===== src/rtl/mem_arbiter.sv =====
// Two-requester arbiter for a single-ported 32-bit data memory.
// Requester 0 is the CPU data port, requester 1 the loader/DMA. Each access
// takes exactly three cycles: grant (IDLE), memory strobe (ACCESS), response
// (RESP). Ties are broken round-robin via the Last pointer.
module mem_arbiter #(
   parameter int DEPTH_WORDS = 8000
) (
   input  logic        clk,
   input  logic        rst,            // asynchronous, active-low
   input  logic        Req0,
   input  logic        Req1,
   input  logic        Wr0,
   input  logic        Wr1,
   input  logic [31:0] Addr0,
   input  logic [31:0] Addr1,
   input  logic [31:0] WData0,
   input  logic [31:0] WData1,
   output logic        Gnt0,
   output logic        Gnt1,
   output logic        Done0,
   output logic        Done1,
   output logic [31:0] Read_Data,
   output logic        Err,
   output logic        Busy,
   output logic [31:0] Mem_Address,
   output logic [31:0] Mem_Write_Data,
   output logic        Mem_Read,
   output logic        Mem_Write,
   input  logic [31:0] Mem_Read_Data
);

   typedef enum logic [1:0] {
      IDLE   = 2'd0,
      ACCESS = 2'd1,
      RESP   = 2'd2
   } state_t;

   localparam logic [31:0] DEPTH_LIMIT = 32'(DEPTH_WORDS);

   state_t      state_q, state_d;
   logic        last_q, last_d;      // last granted requester; also owns the current access
   logic        wr_q, wr_d;
   logic [31:0] addr_q, addr_d;
   logic [31:0] wdata_q, wdata_d;
   logic [31:0] rdata_q, rdata_d;
   logic        err_q, err_d;

   logic        winner;
   logic        gnt0_c, gnt1_c;
   logic        done0_c, done1_c;
   logic        mem_rd_c, mem_wr_c;
   logic        in_range;

   // Word index is the byte address with the two low bits dropped.
   assign in_range = ({2'b00, addr_q[31:2]} < DEPTH_LIMIT);

   // Next-state, arbitration and strobe decode; every output defaults low.
   always_comb begin
      state_d  = state_q;
      last_d   = last_q;
      wr_d     = wr_q;
      addr_d   = addr_q;
      wdata_d  = wdata_q;
      rdata_d  = rdata_q;
      err_d    = err_q;
      winner   = 1'b0;
      gnt0_c   = 1'b0;
      gnt1_c   = 1'b0;
      done0_c  = 1'b0;
      done1_c  = 1'b0;
      mem_rd_c = 1'b0;
      mem_wr_c = 1'b0;

      case (state_q)
         IDLE: begin
            if (Req0 || Req1) begin
               // On a tie the requester that did not win last time goes first.
               winner  = (Req0 && Req1) ? ~last_q : Req1;
               state_d = ACCESS;
               last_d  = winner;
               if (winner) begin
                  gnt1_c  = 1'b1;
                  wr_d    = Wr1;
                  addr_d  = Addr1;
                  wdata_d = WData1;
               end else begin
                  gnt0_c  = 1'b1;
                  wr_d    = Wr0;
                  addr_d  = Addr0;
                  wdata_d = WData0;
               end
            end
         end

         ACCESS: begin
            state_d = RESP;
            if (in_range) begin
               mem_wr_c = wr_q;
               mem_rd_c = ~wr_q;
               // A write leaves Read_Data at zero so stale read data never
               // appears alongside a write completion.
               rdata_d  = wr_q ? 32'd0 : Mem_Read_Data;
               err_d    = 1'b0;
            end else begin
               rdata_d  = 32'd0;
               err_d    = 1'b1;
            end
         end

         RESP: begin
            state_d = IDLE;
            done0_c = ~last_q;
            done1_c = last_q;
         end

         default: state_d = IDLE;
      endcase
   end

   // State and request latches; reset clears everything immediately.
   always_ff @(posedge clk or negedge rst) begin
      if (!rst) begin
         state_q <= IDLE;
         last_q  <= 1'b1;
         wr_q    <= 1'b0;
         addr_q  <= 32'd0;
         wdata_q <= 32'd0;
         rdata_q <= 32'd0;
         err_q   <= 1'b0;
      end else begin
         state_q <= state_d;
         last_q  <= last_d;
         wr_q    <= wr_d;
         addr_q  <= addr_d;
         wdata_q <= wdata_d;
         rdata_q <= rdata_d;
         err_q   <= err_d;
      end
   end

   // Grants are decoded from live requests in IDLE, so they are masked while
   // reset is held; the other pulses already fall to zero via state_q.
   assign Gnt0           = gnt0_c & rst;
   assign Gnt1           = gnt1_c & rst;
   assign Done0          = done0_c;
   assign Done1          = done1_c;
   assign Mem_Read       = mem_rd_c;
   assign Mem_Write      = mem_wr_c;
   assign Mem_Address    = addr_q;
   assign Mem_Write_Data = wdata_q;
   assign Read_Data      = rdata_q;
   assign Err            = err_q;
   assign Busy           = (state_q != IDLE);

endmodule


===== config.mk =====
export PLATFORM = sky130hd
export DESIGN_NAME = mem_arbiter
export DESIGN_NICKNAME = d
export VERILOG_FILES = /design/src/rtl/mem_arbiter.sv
export SDC_FILE = /design/constraint.sdc
export NUM_CORES = 1
export LEC_CHECK = 0
export ABC_AREA = 1
export CAP_MARGIN = 20
export CORE_MARGIN = 2
export CORE_UTILIZATION = 29
export CTS_CLUSTER_SIZE = 40
export DETAILED_ROUTE_END_ITERATION = 8
export PLACE_DENSITY_LB_ADDON = 0.12
export SETUP_SLACK_MARGIN = 0.2
export SKIP_CTS_REPAIR_TIMING = 1
export SLEW_MARGIN = 20
export SYNTH_ARGS = -nofsm -noshare
export SYNTH_HDL_FRONTEND = slang
export SYNTH_SLANG_ARGS = --single-unit

===== constraint.sdc =====
create_clock -name clk -period 2.1 [get_ports clk]
set_clock_uncertainty 0.1 [all_clocks]
set_input_delay 0.42 -clock clk [delete_from_list [all_inputs] [get_ports clk]]
set_output_delay 0.42 -clock clk [all_outputs]
set_load 0.02 [all_outputs]

==> out/results.md, run 1 <==
| Parameter | Reported |
| --- | --- |
| Reg-to-reg critical path startpoint | last_q |
| Share of synthesized cell area in full adder, half adder and majority cells | 0 |
| RSZ-0062 raised after global routing | true |
| Starting DRT DRC Count | 168 |
| Total congestion overflow | 0 |
| Number of placement rows | 45 |
| Aggregate global-route resource usage | 0.1857 |
| Area share of the largest cell type after synthesis | 0.5596 |
| Multiplexer fraction of the synthesized cell area | 0 |
| Clock tree root driver cell | sky130_fd_sc_hd__clkbuf_16 |
| Routing usage on met1 | 0.2202 |
| Count of final max-slew check failures | 0 |
| Sequential share of the synthesized area | 0.5655 |
| Met2 layer usage reported by global route | 0.3171 |
| Most heavily used metal layer in global routing | met2 |
| Final Total Pwr | 9.882 mW |
| DRT antenna net count | 0 |
| Cells after DPL | 1012 |
| Final WL | 15340 um |
| Initial Utilization | 0.2952 |
| I/O Buffers | 269 |
| Y dimension of the die | 128.2 um |
| Routed vias | 4703 |
| Cell type with the largest total area after synthesis | sky130_fd_sc_hd__dfrtp_1 |
| Placeable core region | 0.01515 sq mm |
| Combinational family with the most area after synthesis | simple AND/OR/NAND/NOR gates |
| Residual DRC | 0 |
| End of the worst register-to-register path | Mem_Write_Data[24] |
| Highest achievable clock rate | 477.8 MHz |
| Worst VDD drop | 0.0007866 V |
| Final critical-path required period | 2093 ps |
| Number of global-route vias before repair | 4703 |
| CP max FO | 2 |
| Clock tree from TritonCTS | yes |
| Number of buffers created by CTS | 9 |
| Mean instance size in the synthesized netlist | 8.235 sq um |
| Required time worst endpoint | 1580 ps |
| Ranking of synthesized cells by area | sky130_fd_sc_hd__dfrtp_1, sky130_fd_sc_hd__nand2_1, sky130_fd_sc_hd__nand3_1 |
| First-pass DRT Iterations | 4 |
| Wire length of the first global-routing pass | 23720 um |
| Clock sink count | 101 |
| Initial antenna violation count | 0 |
| Prevailing post-synth register cell | sky130_fd_sc_hd__dfrtp_1 |
| Clock tree buffer depth | 2 |
| Global routing met3 resource utilization | 0.05760 |
| Commonest cells after routing, fill and taps aside | sky130_fd_sc_hd__clkdlybuf4s50_1, sky130_fd_sc_hd__nand2_1, sky130_fd_sc_hd__dfrtp_1 |
| Cell count after synthesis | 543 |
| Horizontal die dimension | 128.2 um |
| Number of warnings reported in the yosys synthesis log | 0 |
| Placer congestion estimate | 0.8127 |
| Critical Path Source Type | register |
| Worst setup path category | reg -> out |
| Complex-gate fraction of the synthesized area | 0.06771 |
| Maximum cell stage delay along the critical path | 400 ps |
| Period utilisation layout | 0.9966 |
| Final setup violation count | 0 |
| Net total in the final layout | 1003 |
| DIE AREA | 0.01643 sq mm |
| Critical Path Slowest Stage Cell | sky130_fd_sc_hd__dfrtp_1 |
| Distinct cell type count after synthesis | 18 |
| Clock Pin Slew Worst Setup and Hold Paths | 60 ps |
| Deepest level of the CTS H-tree | 3 |
| Actual slew at the worst max-slew pin | 577.1 ps |
| EDFF count, synth | 0 |
| Flip-flop and latch count after synthesis | 101 |
| Hold Fails Final Rpt | 0 |
| Per-cell routed wire length | 14.91 um |
| Async S/R FF share, synth | 1.000 |
| Ratio of cells with drive above 1 in the final layout | 0.1011 |
| Number of inserted diodes | 0 |
| Total power divided by cell area | 1239 mW/mm^2 |
| Syn Nets | 709 |
| Count of boundary I/O pins | 270 |
| Result of the run | completed |
| Via density per instance | 4.570 |
| Largest net degree at the start of global routing | 102 |
| Syn Std Cell Area | 0.004472 sq mm |
| Layout Cells excl Fill | 1029 |
| Commonest non-fill, non-tap cell in the layout | sky130_fd_sc_hd__clkdlybuf4s50_1 |
| Estimated wirelength of the detail-placed design | 11300 um |
| Xor-xnor portion of the synthesized cell area | 0 |
| MaxCap Viol Count | 0 |
| Clock network latency to the later pin of the worst-skew pair | 340 ps |
| Worst-case register-to-register setup slack | 390 ps |
| Area growth from synthesis to final layout | 78.29% |
| Static leakage | 3.894 nW |
| Post-synthesis simple-gate area fraction | 0.3092 |
| Number of cells traversed by the worst register-to-register path | 8 |
| Normalized max-slew margin | 0.6153 |
| Kind of end point of the critical path | output pin |
| Worst min-delay path class | in -> async |
| WP data arrival | 1570 ps |
| Critical path cell sequence | nor2_2 -> nand2_1 -> nor2_1 -> nand3_1 -> nor3_1 -> clkbuf_2 |
## cells in the mapped netlist (5+ instances only)
master and instances:
sky130_fd_sc_hd__o22ai_1 5, sky130_fd_sc_hd__inv_1 12, sky130_fd_sc_hd__nor3_1 5, sky130_fd_sc_hd__o21ai_1 12, sky130_fd_sc_hd__buf_2 8, sky130_fd_sc_hd__dfrtp_1 100, sky130_fd_sc_hd__nand3_1 73, sky130_fd_sc_hd__o21ai_0 39
sky130_fd_sc_hd__nand2_1 211, sky130_fd_sc_hd__clkbuf_1 11, sky130_fd_sc_hd__buf_6 5, sky130_fd_sc_hd__nor2_1 42, sky130_fd_sc_hd__nor2_2 5, sky130_fd_sc_hd__buf_4 8
## logic make-up (layout without fill, tap and decap cells)
logic type | Yosys count | after routing
AO/OA/AOI/OAI | 57 | 57
buffers and inverters | 48 | 346
AND/OR/NAND/NOR | 337 | 337
flip-flops | 101 | 101
## final cells by class
| class | instances | area, sq um |
|---|---|---|
| clock buffers | 14 | 264.0 |
| clock inverters | 1 | 30.03 |
| fillers | 1389 | 7173 |
| inverters | 16 | 60.06 |
| multi-input cells | 394 | 1713 |
| flip-flops and latches | 101 | 2529 |
| well taps | 188 | 235.2 |
| repair buffers | 315 | 3142 |
## how the worst max path moves through the flow
stage | from | endpoint | slack [ps] | cells past startpoint
4_1_cts | Mem_Address[29] | Mem_Read | -480 | 6
5_1_grt | Mem_Address[31] | Mem_Read | -90 | 6
3_5_place_dp | Req0 | Gnt0 | -380 | 6
6_report | Mem_Address[29] | Mem_Read | 7 | 6
2_1_floorplan | state_q[1] | Gnt0 | 230 | 4
3_3_place_gp | Req0 | Gnt0 | -330 | 6
## through the flow
step | area (sq um) | util | TNS, ps | worst slack (ps) | hold slack, ps
CTS | 7861 | 0.5190 | -1978 | -483.3 | 124.5
floorplan | 4472 | - | 0 | 230.2 | 24.41
global placement | 7567 | 0.4996 | -7878 | -334.5 | 360.0
finish | 7973 | 0.5264 | 0 | 7.097 | 51.25
global route | 7973 | 0.5264 | -160.1 | -90.29 | 133.3
detailed placement | 7567 | 0.4996 | -8675 | -381.6 | 366.3
## report_power, final
part           internal (mW)  switching [mW]  total [mW]
Combinational           2.39            2.77        5.16
Clock                  0.985           0.694        1.68
Sequential              2.64           0.405        3.04
Total                   6.01            3.87        9.88
## flip-flops by register name, indices dropped and copies added (netlist names)
| signal | count |
|---|---|
| Mem_Address | 32 |
| Mem_Write_Data | 32 |
| Read_Data | 32 |
| state_q | 2 |
| Err | 1 |
| last_q | 1 |
| wr_q | 1 |
## metal layers
metal | vias up | wire length (um)
met5 | - | 0
met4 | 0 | 315
met3 | 18 | 1335
met2 | 174 | 7395
met1 | 2186 | 6294
li1 | 2325 | -
## worst max-delay path: cells and delay by family, from the launching register on
| kind | cells | cell delay [ps] |
|---|---|---|
| buffers and inverters | 1 | 220 |
| flip-flops | 1 | 400 |
| AND/OR/NAND/NOR | 5 | 620 |
Power figures use the tool's default switching activity.
==> inputs of run 2 (changes only) <==
CORE_ASPECT_RATIO = 1.1   (was default)
CORE_UTILIZATION = 30   (was 29)
==> out/results.md, run 2 (synthesized netlist as in run 1, its figures left out) <==
| Parameter | Reported |
| --- | --- |
| Routing usage on met1 | 0.2242 |
| Clock tree root driver cell | sky130_fd_sc_hd__clkbuf_16 |
| Post-detailed-placement cell area | 0.007540 sq mm |
| Clock sink count | 101 |
| Maximum cell stage delay along the critical path | 390 ps |
| WP data arrival | 1560 ps |
| Final Total Pwr | 9.938 mW |
| Worst path buffer plus inverter count | 2 |
| Worst VDD drop | 0.0007192 V |
| Met2 layer usage reported by global route | 0.3362 |
| Critical Path Source Type | register |
| Number of global-route vias before repair | 4750 |
| MaxCap Viol Count | 0 |
| Initial Utilization | 0.3083 |
| Cells after DPL | 1015 |
| Total congestion overflow | 0 |
| Count of boundary I/O pins | 270 |
| Global routing met3 resource utilization | 0.06055 |
| Aggregate global-route resource usage | 0.1906 |
| Wire length of the first global-routing pass | 24320 um |
| Deepest level of the CTS H-tree | 3 |
| Per-cell routed wire length | 15.22 um |
| Largest net degree at the start of global routing | 61 |
| Via density per instance | 4.597 |
| Critical Path Slowest Stage Cell | sky130_fd_sc_hd__dfrtp_1 |
| CP max FO | 2 |
| Static leakage | 3.906 nW |
| Most heavily used metal layer in global routing | met2 |
| Worst min-delay path class | in -> async |
| Number of placement rows | 46 |
| Required time worst endpoint | 1580 ps |
| Period utilisation layout | 0.9919 |
| Y dimension of the die | 132.1 um |
| Count of final max-slew check failures | 0 |
| DIE AREA | 0.01590 sq mm |
| Ratio of cells with drive above 1 in the final layout | 0.1071 |
| Actual slew at the worst max-slew pin | 794.0 ps |
| Worst setup path category | reg -> out |
| Commonest cells after routing, fill and taps aside | sky130_fd_sc_hd__clkdlybuf4s50_1, sky130_fd_sc_hd__nand2_1, sky130_fd_sc_hd__dfrtp_1 |
| Clock network latency to the later pin of the worst-skew pair | 340 ps |
| Total power divided by cell area | 1244 mW/mm^2 |
| Clock tree from TritonCTS | yes |
| Area growth from synthesis to final layout | 78.62% |
| Routed vias | 4744 |
| RSZ-0062 raised after global routing | true |
| Final WL | 15710 um |
| Clock tree buffer depth | 2 |
| Commonest non-fill, non-tap cell in the layout | sky130_fd_sc_hd__clkdlybuf4s50_1 |
| Placer congestion estimate | 0.7823 |
| Normalized max-slew margin | 0.4706 |
| Starting DRT DRC Count | 175 |
| Highest achievable clock rate | 480.1 MHz |
| Clock Pin Slew Worst Setup and Hold Paths | 70 ps |
| Kind of end point of the critical path | output pin |
| Residual DRC | 0 |
| I/O Buffers | 269 |
| Kind of cell with the highest combined delay on the critical path | simple AND/OR/NAND/NOR gates |
| Final setup violation count | 0 |
| DRT antenna net count | 0 |
| Net total in the final layout | 1001 |
| Placeable core region | 0.01450 sq mm |
| Hold Fails Final Rpt | 0 |
| Number of buffers created by CTS | 9 |
| Final critical-path required period | 2083 ps |
| Number of inserted diodes | 0 |
| Estimated wirelength of the detail-placed design | 11530 um |
| Initial antenna violation count | 0 |
| Design Area, Final | 0.007988 sq mm |
| Horizontal die dimension | 120.4 um |
| First-pass DRT Iterations | 4 |
| Critical path cell sequence | nor2_1 -> nand3_1 -> nor2_1 -> nand3_1 -> buf_4 -> nor3_2 -> buf_4 |
| Layout Cells excl Fill | 1032 |
| Result of the run | completed |
==> run 2: cell types whose count changed in the layout (fill, tap and decap cells not counted), sizes merged <==
cell / delta
buf: -2
clkbuf: -5
clkinvlp: +1
inv: +2
clkinv: +2
dlymetal6s2s: +1
==> run 2: final cells by class <==
class | instances | area, sq um
flip-flops and latches | 101 | 2530
clock inverters | 6 | 68.82
fillers | 1369 | 6516
repair buffers | 313 | 3109
clock buffers | 10 | 239.0
multi-input cells | 394 | 1738
inverters | 16 | 62.56
well taps | 192 | 240.2
==> run 2: per-layer routing <==
layer  routed length [um]  part of all wire  vias to the layer above
met5                    0                 0                        -
met4                  225             0.014                        0
met3                 1231             0.078                       15
met2                 7744              0.49                      177
met1                 6504              0.41                     2231
li1                     -                 -                     2321
==> run 2: path summary, 6_finish.rpt <==
path,startpoint,to,slack (ps),cells after the start
worst max-delay path,Mem_Address[31],Mem_Write,20,7
worst min register to register,Read_Data[14],Read_Data[14],380,2
worst max register to register,state_q[1],Read_Data[21],360,7
min in group clk,Read_Data[14],Read_Data[14],380,2
worst min-delay path,rst,Mem_Write_Data[10],200,2
max in group asynchronous,rst,Read_Data[10],630,3
==> run 2: where the power goes <==
group	total (mW)	internal, mW	switching (mW)	leakage (nW)
registers	3.05	2.64	0.409	1.28
logic	5.16	2.35	2.81	2.47
clock network	1.73	0.966	0.767	0.149
==> run 2: through the flow <==
step / worst slack (ps) / hold WS (ps) / util / setup TNS [ps]
final: 17.08 / 204.5 / 0.5507 / 0
after global routing: -51.61 / 263.1 / 0.5507 / -78.80
after detailed placement: -383.4 / 366.6 / 0.5198 / -12180
after CTS: -412.4 / 243.3 / 0.5411 / -1886
after floorplan: 230.2 / 24.41 / - / 0
after global placement: -376.1 / 363.6 / 0.5198 / -10560
